==> config.mk <==
export PLATFORM = sky130hd
export DESIGN_NAME = lshifup_hs_rx
export DESIGN_NICKNAME = d
export VERILOG_FILES = /design/src/rtl/lshifup_hs_pkg.sv /design/src/rtl/lshifup_sync.sv /design/src/rtl/lshifup_hs_rx.sv
export SDC_FILE = /design/constraint.sdc
export NUM_CORES = 1
export LEC_CHECK = 0
export BUFFER_PORTS_ARGS = -buffer_cell sky130_fd_sc_hd__buf_2
export CAP_MARGIN = 15
export CELL_PAD_IN_SITES_DETAIL_PLACEMENT = 1
export CELL_PAD_IN_SITES_GLOBAL_PLACEMENT = 2
export CORE_ASPECT_RATIO = 1.2
export CORE_MARGIN = 2
export CORE_UTILIZATION = 30
export CTS_CLUSTER_DIAMETER = 100
export CTS_CLUSTER_SIZE = 24
export DETAILED_ROUTE_END_ITERATION = 8
export PLACE_DENSITY_LB_ADDON = 0.1
export RECOVER_POWER = 25
export SYNTH_ARGS = -nofsm -noshare
export SYNTH_HDL_FRONTEND = slang
export SYNTH_SLANG_ARGS = --single-unit
==> constraint.sdc <==
create_clock -name CLK -period 3.5 [get_ports CLK]
set_clock_uncertainty 0.2 [all_clocks]
set_input_delay 0 -clock CLK [delete_from_list [all_inputs] [get_ports CLK]]
set_output_delay 0 -clock CLK [all_outputs]
set_load 0.05 [all_outputs]
==> src/rtl/lshifup_hs_pkg.sv <==
// Shared types and limits for the lshifup handshake receiver/transmitter pair.
package lshifup_hs_pkg;

    typedef enum logic [1:0] {
        IDLE = 2'b00,
        HOLD = 2'b01,
        ACK  = 2'b10
    } hs_state_t;

    localparam int NSYNC_MIN = 2;
    localparam int NSYNC_MAX = 4;
    localparam int W_MAX     = 32;

endpackage

==> src/rtl/lshifup_sync.sv <==
// Single-bit NSYNC-flop synchronizer, cleared to 0 by async reset.
// Latency NSYNC edges; no backpressure.
module lshifup_sync #(
    parameter int NSYNC = 2
) (
    input  logic i_clk,
    input  logic i_rst,
    input  logic i_d,
    output logic o_q
);

    logic [NSYNC-1:0] r_ff;

    always_ff @(posedge i_clk or posedge i_rst) begin
        if (i_rst) begin
            r_ff <= '0;
        end else begin
            r_ff <= {r_ff[NSYNC-2:0], i_d};
        end
    end

    assign o_q = r_ff[NSYNC-1];

endmodule

==> src/rtl/lshifup_hs_rx.sv <==
// 4-phase REQ/ACK receiver into the 3.3 V domain; REQ rise to Y_VALID in NSYNC+1 edges.
// Word held while Y_READY is low; ACK withheld until accept. Parity option: LSHIFUP_HS_RX_PARITY_EN.
module lshifup_hs_rx
    import lshifup_hs_pkg::*;
#(
    parameter int W     = 8,
    parameter int NSYNC = 2
) (
    input  logic         CLK,
    input  logic         RST,
    input  logic         A_REQ,
    input  logic [W-1:0] A_DATA,
`ifdef LSHIFUP_HS_RX_PARITY_EN
    input  logic         A_PAR,
    output logic         Y_PERR,
`endif
    output logic         Y_ACK,
    output logic         Y_VALID,
    output logic [W-1:0] Y_DATA,
    input  logic         Y_READY
);

    if (W < 1 || W > W_MAX || NSYNC < NSYNC_MIN || NSYNC > NSYNC_MAX) begin : g_bad_params
        $error("lshifup_hs_rx: W or NSYNC out of range");
    end

    logic         w_req_s;
    hs_state_t    r_state;
    logic         r_ack;
    logic         r_valid;
    logic [W-1:0] r_data;
`ifdef LSHIFUP_HS_RX_PARITY_EN
    logic         r_perr;
`endif

    lshifup_sync #(
        .NSYNC (NSYNC)
    ) u_req_sync (
        .i_clk (CLK),
        .i_rst (RST),
        .i_d   (A_REQ),
        .o_q   (w_req_s)
    );

    // IDLE acts on the req_s level, so a REQ still high after reset re-delivers the word.
    always_ff @(posedge CLK or posedge RST) begin
        if (RST) begin
            r_state <= IDLE;
            r_ack   <= 1'b0;
            r_valid <= 1'b0;
            r_data  <= '0;
`ifdef LSHIFUP_HS_RX_PARITY_EN
            r_perr  <= 1'b0;
`endif
        end else begin
            case (r_state)
                IDLE: begin
                    if (w_req_s) begin
                        r_data  <= A_DATA;
                        r_valid <= 1'b1;
`ifdef LSHIFUP_HS_RX_PARITY_EN
                        r_perr  <= (^A_DATA) ^ A_PAR;
`endif
                        r_state <= HOLD;
                    end
                end
                HOLD: begin
                    if (Y_READY) begin
                        r_valid <= 1'b0;
                        r_ack   <= 1'b1;
`ifdef LSHIFUP_HS_RX_PARITY_EN
                        r_perr  <= 1'b0;
`endif
                        r_state <= ACK;
                    end
                end
                ACK: begin
                    // An early REQ drop lands here with req_s already low: ACK lasts one cycle.
                    if (!w_req_s) begin
                        r_ack   <= 1'b0;
                        r_state <= IDLE;
                    end
                end
                default: begin
                    r_ack   <= 1'b0;
                    r_valid <= 1'b0;
                    r_state <= IDLE;
                end
            endcase
        end
    end

    assign Y_ACK   = r_ack;
    assign Y_VALID = r_valid;
    assign Y_DATA  = r_data;
`ifdef LSHIFUP_HS_RX_PARITY_EN
    assign Y_PERR  = r_perr;
`endif

endmodule
==> results of run 1 <==
==> per-layer routing <==
| layer | part of all wire [%] | global-route usage (%) | vias up |
|---|---|---|---|
| li1 | - | - | 185 |
| met1 | 36 | 14.3 | 186 |
| met2 | 60 | 22.6 | 8 |
| met3 | 3.8 | 3.66 | 0 |
| met4 | 0 | 1.56 | 0 |
| met5 | 0 | 0 | - |
==> critical path, stage by stage, from the launching register on <==
cell	delay (ns)
sky130_fd_sc_hd__dfrtp_1	0.41
sky130_fd_sc_hd__nand2b_4	0.18
sky130_fd_sc_hd__nor2_8	0.17
sky130_fd_sc_hd__mux2_2	0.35
==> placed cells by master, fill, tap and decap left out, drive strengths merged, types with 2 or more instances in the layout <==
master / count
mux2: 8
o21ai: 2
buf: 21
nand2: 2
dlygate4sd3: 11
clkbuf: 3
dfrtp: 14
nor2: 2
==> timing repair <==
item	CTS	global route
buffers inserted	0	0
hold buffers	11	0
endpoints found under the hold margin	27	0
endpoints found under the setup margin	0	0
==> power groups by stage <==
stage	logic (mW)	registers (mW)	clock network [mW]
detailed placement	0.417	0.287	0
finish	0.421	0.283	0.0841
global placement	0.406	0.281	0
floorplan	0.128	0.480	0
global route	0.442	0.295	0.0992
CTS	0.426	0.284	0.0913
==> cell families after synthesis <==
family                 Yosys count  synth area share, %
flip-flops                      14                 65.9
multiplexers                     9                 18.8
AND/OR/NAND/NOR                  5                 8.47
AO/OA/AOI/OAI                    4                 5.18
buffers and inverters            2                 1.65
==> how the worst max path moves through the flow <==
stage,startpoint,to,slack [ns],depth (start not counted)
finish,r_state[0]$_DFFE_PP0P_,Y_DATA[3]$_DFFE_PP0P_,2.07,3
CTS,r_state[0]$_DFFE_PP0P_,Y_DATA[1]$_DFFE_PP0P_,2.06,3
global route,r_state[0]$_DFFE_PP0P_,Y_DATA[4]$_DFFE_PP0P_,2.00,3
detailed placement,r_state[0]$_DFFE_PP0P_,Y_DATA[1]$_DFFE_PP0P_,2.07,3
global placement,r_state[0]$_DFFE_PP0P_,Y_DATA[7]$_DFFE_PP0P_,2.12,3
floorplan,r_state[1]$_DFFE_PP0P_,Y_DATA[0]$_DFFE_PP0P_,2.15,3
==> registers in the layout, summed over array words and instances, names as in the netlist <==
| register | count |
|---|---|
| r_state | 2 |
| Y_ACK | 1 |
| Y_DATA | 8 |
| Y_VALID | 1 |
| u_req_sync.r_ff | 2 |
==> cell type report <==
type	count	area (um^2)
clock buffer	3	22.5
tap	18	22.5
multi-input combinational	18	173
sequential	14	350
inverter	1	3.75
fill	178	855
timing repair buffer	32	215
==> results summary, run 1 <==
The total standard cell area after synthesis is 532 um^2. Registers are responsible for 35.9% of the overall power. The reported leakage power is 0.380 nW. The core footprint came out at 1640 um^2. TritonCTS built the clock tree.

The worst setup path is captured at a flop. The portion of the post-synthesis area used by sequential elements is 65.9%. The worst slew slack as a fraction of its limit came out at 65.3%. The final wirelength came out at 1.12 mm. For this run, the detailed router's first-pass iteration total came to 3.

The global-route usage over all layers came out at 12.3%. Summing all non-filler instances in the final layout gives an area of 787 um^2. In this run the biggest area consumer among cell types represents 65.9% of the synthesized area. The maximum number of pins on one net before global-route repair came out at 15. The number of nets in the layout came out at 82.

The cell-internal power is 404 uW. The number of global-route vias before repair is 434. For this run, design rule violations remaining after detail routing come to 0.

The global route total overflow came out at 0. In this run the critical register-to-register path is captured at Y_DATA[3]$_DFFE_PP0P_. Based on the critical path, the design can be clocked at up to 0.700 GHz.

The number of violations reported at the end of detailed-routing iteration 0 is 5. The layout-stage area growth over the synthesis result is 48.0%. The number of unique standard cell types used by synthesis came out at 12. The flow ran to the end, and the final reports show no timing, DRC or antenna violations. The number of warnings issued by yosys is 0.

Clock tree synthesis inserted a total of 3 buffers. The routed design could run at a clock period as short as 1.43 ns. The die covers 2130 um^2. In this run, placement finished with an instance count of 72. The number of max-slew violations in the final report is 0.

The I/O pin count came out at 22. The average cell area after synthesis came out at 15.6 um^2. The net switching component of the power is 384 uW. The net switching share of the total power came out at 48.7%. The most used flip-flop cell after synthesis is sky130_fd_sc_hd__dfrtp_1. The worst setup slack before clock tree synthesis is 2.07 ns. The number of endpoints failing setup at the final stage is 0. The global-route wire length before repair is 1.96 mm. STA classifies the critical path startpoint as a flop. In this run the critical register-to-register path is launched from r_state[0]$_DFFE_PP0P_.

Cells fill 47.9% of the core in the end. The number of buffers on the longest clock path is 2. Summed over all instances, the cell type with the most area after synthesis is sky130_fd_sc_hd__dfrtp_1. The number of gates resized after CTS was 0.

The total design power is 788 uW. VDD sags by at most 0.424 mV. CTS placed an instance of sky130_fd_sc_hd__clkbuf_4 at the clock tree root. The repair_antennas step left the layout with diodes totalling 0. In this run the tool buffered the top-level ports with 21 buffer cells.

The clock latency on the worst-skew pair is 0.26 ns. The number of cells on the worst reg-to-reg path is 3. Of the cells placed in the final design, the portion with a size suffix greater than 1 is 51.5%. The worst hold path belongs to the class in2async.

The power per standard cell area is 1000 nW/um^2. The vertical die dimension came out at 50.1 um. The count of flip-flops with a built-in enable after synthesis is 0.

The most used standard cell by instance count after synthesis is sky130_fd_sc_hd__dfrtp_1. Setup repair after global routing left no endpoint under its margin. The per-cell via count in the routed design came out at 4.41. In the synthesized netlist, the number of instances is 34. The worst path arrival time is 1.38 ns. The required time of the critical path came out at 3.45 ns. The final hold slack came out at 0.106 ns. The initial antenna violation count is 0.

After synthesis, the cell types taking the most area are sky130_fd_sc_hd__dfrtp_1 (66%), sky130_fd_sc_hd__mux2_2 (17%), sky130_fd_sc_hd__nor2_8 (3.8%). The critical path in this run is classified as reg2reg. The post-synthesis sequential element count came out at 14.

The combinational cell fraction of total power is 53.4%. The synthesized net count came out at 46. The finished layout holds 86 standard cells, fillers aside. The minimum setup slack among reg-to-reg paths came out at 2.07 ns. The share of power burned in the clock network came out at 10.7%. The number of routed nets with antenna violations is 0. The transition time at the pin with the least slew margin came out at 0.520 ns. Sorting the synthesized cells by how often they occur yields sky130_fd_sc_hd__dfrtp_1 (14), sky130_fd_sc_hd__mux2_2 (8), sky130_fd_sc_hd__nand2_1 (2), sky130_fd_sc_hd__o21ai_0 (2). The starting density of the core is 32.4%.

The accumulated negative setup slack is 0 ns. The final routed wire length divided by cell count came out at 13.0 um. Once routing completed, OpenROAD measured the worst setup slack at 2.07 ns. The tool flagged a number of max-cap violations equal to 0. Measured along the x axis, the die boundary spans 42.4 um. The HPWL after detailed placement is 844 um. The number of levels the H-tree was split into is 1. The share of the clock period used by the worst path came out at 40.8%.

The final count of hold timing violations came out at 0. After clock tree synthesis, the clock-pin slew on the worst setup and hold paths is 0.08 ns. The maximum fanout encountered on the critical timing path is 9. In the synthesized netlist the async set-or-reset flop fraction comes to 100%.

For this design, the sink count on the clock tree is 14. The number of cell rows is 16. The routability-driven placement congestion ratio came out at 0.660.

The via count came out at 379. The post-place instance area is 654 um^2.
(Power assumes the default switching activity.)
==> run 2, diff against run 1 <==
--- a/config.mk
+++ b/config.mk
@@ -11,7 +11,7 @@
 export CELL_PAD_IN_SITES_GLOBAL_PLACEMENT = 2
 export CORE_ASPECT_RATIO = 1.2
 export CORE_MARGIN = 2
-export CORE_UTILIZATION = 30
+export CORE_UTILIZATION = 26
 export CTS_CLUSTER_DIAMETER = 100
 export CTS_CLUSTER_SIZE = 24
 export DETAILED_ROUTE_END_ITERATION = 8
==> constraint.sdc (replaced) <==
create_clock -name CLK -period 1.25 [get_ports CLK]
set_clock_uncertainty 0.2 [all_clocks]
set_input_delay 0 -clock CLK [delete_from_list [all_inputs] [get_ports CLK]]
set_output_delay 0 -clock CLK [all_outputs]
set_load 0.05 [all_outputs]
==> run 2 against run 1 <==
Net effect: largest power group unchanged; the flow now finishes with violations (setup timing); sequential cell count unchanged; setup slack got worse by 2.2 ns; global-route usage increased by 0.54 points; critical endpoint is now Y_DATA[1]$_DFFE_PP0P_.
==> results summary, run 2 (synthesis gave the netlist of run 1 again) <==
The tree is rooted in a sky130_fd_sc_hd__clkbuf_4. The fill cell total of the finished layout came out at 196. The per-cell via count in the routed design came out at 4.43. The first routing iteration left 0 violations. The instance count after placement with tap cells included came out at 75. The initial antenna violation count is 0. The global-route usage over all layers came out at 12.8%.

The post-route DRC violation count came out at 0. The core footprint is 1890 um^2. The reported leakage power came out at 0.436 nW. The number of cells on the worst reg-to-reg path is 3. Combinational cells account for 57.9% of the total power.

The final routed wire length divided by cell count came out at 14.1 um. Net switching is 46.8% of the power. The number of endpoints failing setup at the final stage is 10.

Entering global routing, the biggest net connects 15 pins. The final cell count without fillers is 94. The number of global-route vias before repair came out at 436. The worst slew slack as a fraction of its limit is 64.3%.

The maximum fanout encountered on the critical timing path is 4. The final count of hold timing violations came out at 0. The number of buffers created by CTS came out at 3.

The number of detailed-routing iterations run before antenna repair is 1. In this run the number of H-tree levels came out at 1. The leading cell type in the layout, fill and taps excluded is sky130_fd_sc_hd__buf_2.

The library cells used most frequently in the layout, excluding fill and tap cells, are sky130_fd_sc_hd__buf_2 (21), sky130_fd_sc_hd__dfrtp_1 (13), sky130_fd_sc_hd__dlygate4sd3_1 (11), sky130_fd_sc_hd__mux2_4 (6), sky130_fd_sc_hd__buf_4 (5). The longest clock path from root to sink contains 2 buffers. The required time of the critical path came out at 1.21 ns. The horizontal extent of the die is 45.3 um.

The highest ir drop seen on vdd came out at 1.37 mV. Setup repair after global routing could not meet its margin everywhere. The achievable frequency is 0.704 GHz. At the end of the flow, the number of nets in the layout was 89. The I/O pin count is 22. The count of buffers added on input and output ports is 21. The clock latency on the worst-skew pair came out at 0.27 ns. The final wirelength is 1.33 mm. The setup path with the least slack is of type reg2reg. Across all hold checks on the routed design, the worst slack comes to 0.149 ns. The global route total overflow is 0.

The clock transition at the registers of the reported paths came out at 0.08 ns. The path class of the tightest hold or removal check is in2async. The total design power is 2.48 mW.

STA classifies the critical path endpoint as a flop. The area enclosed by the die boundary is 2420 um^2. For the finished layout, the period the worst path requires is 1.42 ns.

The routability-driven placement congestion ratio came out at 0.649. The transition time at the pin with the least slew margin came out at 0.536 ns. Counting every sink on the clock net gives 14.

The share of cells above drive strength 1 came out at 60.0%. The repair_antennas step left the layout with diodes totalling 0. The worst setup margin came out at -0.170 ns.

The flow ran to the end, but the final reports show violations. Compared with the post-synthesis result, the final layout area differs by 65.6%. The power per standard cell area is 2810 nW/um^2. The net switching component of the power is 1.16 mW. The share of power burned in the clock network came out at 9.8%. The number of routed nets with antenna violations is 0.

The final reports fail on setup timing. The HPWL after detailed placement came out at 869 um. The number of flip-flops in the largest register came out at 8. The worst setup path is launched from a flop. The starting density of the core is 28.1%. The number of maximum-capacitance violations came out at 0. The worst path arrival time is 1.38 ns. TritonCTS built the clock tree. The cell-internal power came out at 1.32 mW. The number of max-slew violations in the final report came out at 0. Before CTS, the worst setup slack after placement is -0.181 ns. The vertical die dimension is 53.5 um. The share of the clock period used by the worst path is 114%. The number of cell rows came out at 17.

The via count came out at 416. Sequential cells account for 32.4% of the total power. The global-route wire length before repair came out at 2.16 mm.
run 2: cell type report:
type	instances	area, um^2	share of cell area, %
clock buffer	3	22.5	2.56
tap	19	23.8	2.70
sequential	14	352	39.9
timing repair buffer	38	264	30.0
inverter	1	3.75	0.426
multi-input combinational	19	215	24.4
run 2: stage by stage:
stage / cell area [um^2] / TNS, ns / utilization (%)
floorplan: 534 / -0.713 / -
global route: 881 / -1.70 / 46.5
detailed placement: 671 / -1.38 / 35.4
global placement: 671 / -0.990 / 35.4
finish: 881 / -1.24 / 46.5
CTS: 852 / -1.49 / 45.0
run 2: power by group through the flow:
stage | registers [mW] | logic [mW] | clock network (mW)
after global placement | 0.773 | 1.18 | 0
after CTS | 0.804 | 1.37 | 0.258
final | 0.802 | 1.43 | 0.242
after global routing | 0.834 | 1.50 | 0.282
after detailed placement | 0.788 | 1.21 | 0
after floorplan | 1.35 | 0.367 | 0
run 2: routing by layer:
metal,vias to the layer above,track usage [%],share of wire [%]
met5,-,0,0
met4,0,4.41,0
met3,0,3.02,3.2
met2,9,22.1,57
met1,205,15.5,40
li1,202,-,-
run 2: path summary, 6_finish.rpt:
kind	slack (ns)	from	end
min reg2reg	0.16	u_req_sync.r_ff[0]$_DFF_PP0_	u_req_sync.r_ff[1]$_DFF_PP0_
min	0.15	RST	u_req_sync.r_ff[0]$_DFF_PP0_
max	-0.17	r_state[0]$_DFFE_PP0P_	Y_DATA[1]$_DFFE_PP0P_
min in group CLK	0.16	u_req_sync.r_ff[0]$_DFF_PP0_	u_req_sync.r_ff[1]$_DFF_PP0_
max reg2reg	-0.17	r_state[0]$_DFFE_PP0P_	Y_DATA[1]$_DFFE_PP0P_
max in group asynchronous	0.32	RST	r_state[1]$_DFFE_PP0P_
run 2: worst max-delay path: stages (launching register included):
cell and delay (ns):
sky130_fd_sc_hd__dfrtp_1 0.41, sky130_fd_sc_hd__nand2b_4 0.19, sky130_fd_sc_hd__nor2_4 0.16, sky130_fd_sc_hd__mux2_2 0.35
run 2: timing repair:
item	4_1_cts	5_1_grt
buffers inserted	1	3
pin swaps	2	1
endpoints found under the hold margin	27	0
gates cloned	1	0
gates resized for setup	8	2
setup endpoints to repair	8	11
hold buffers	11	0
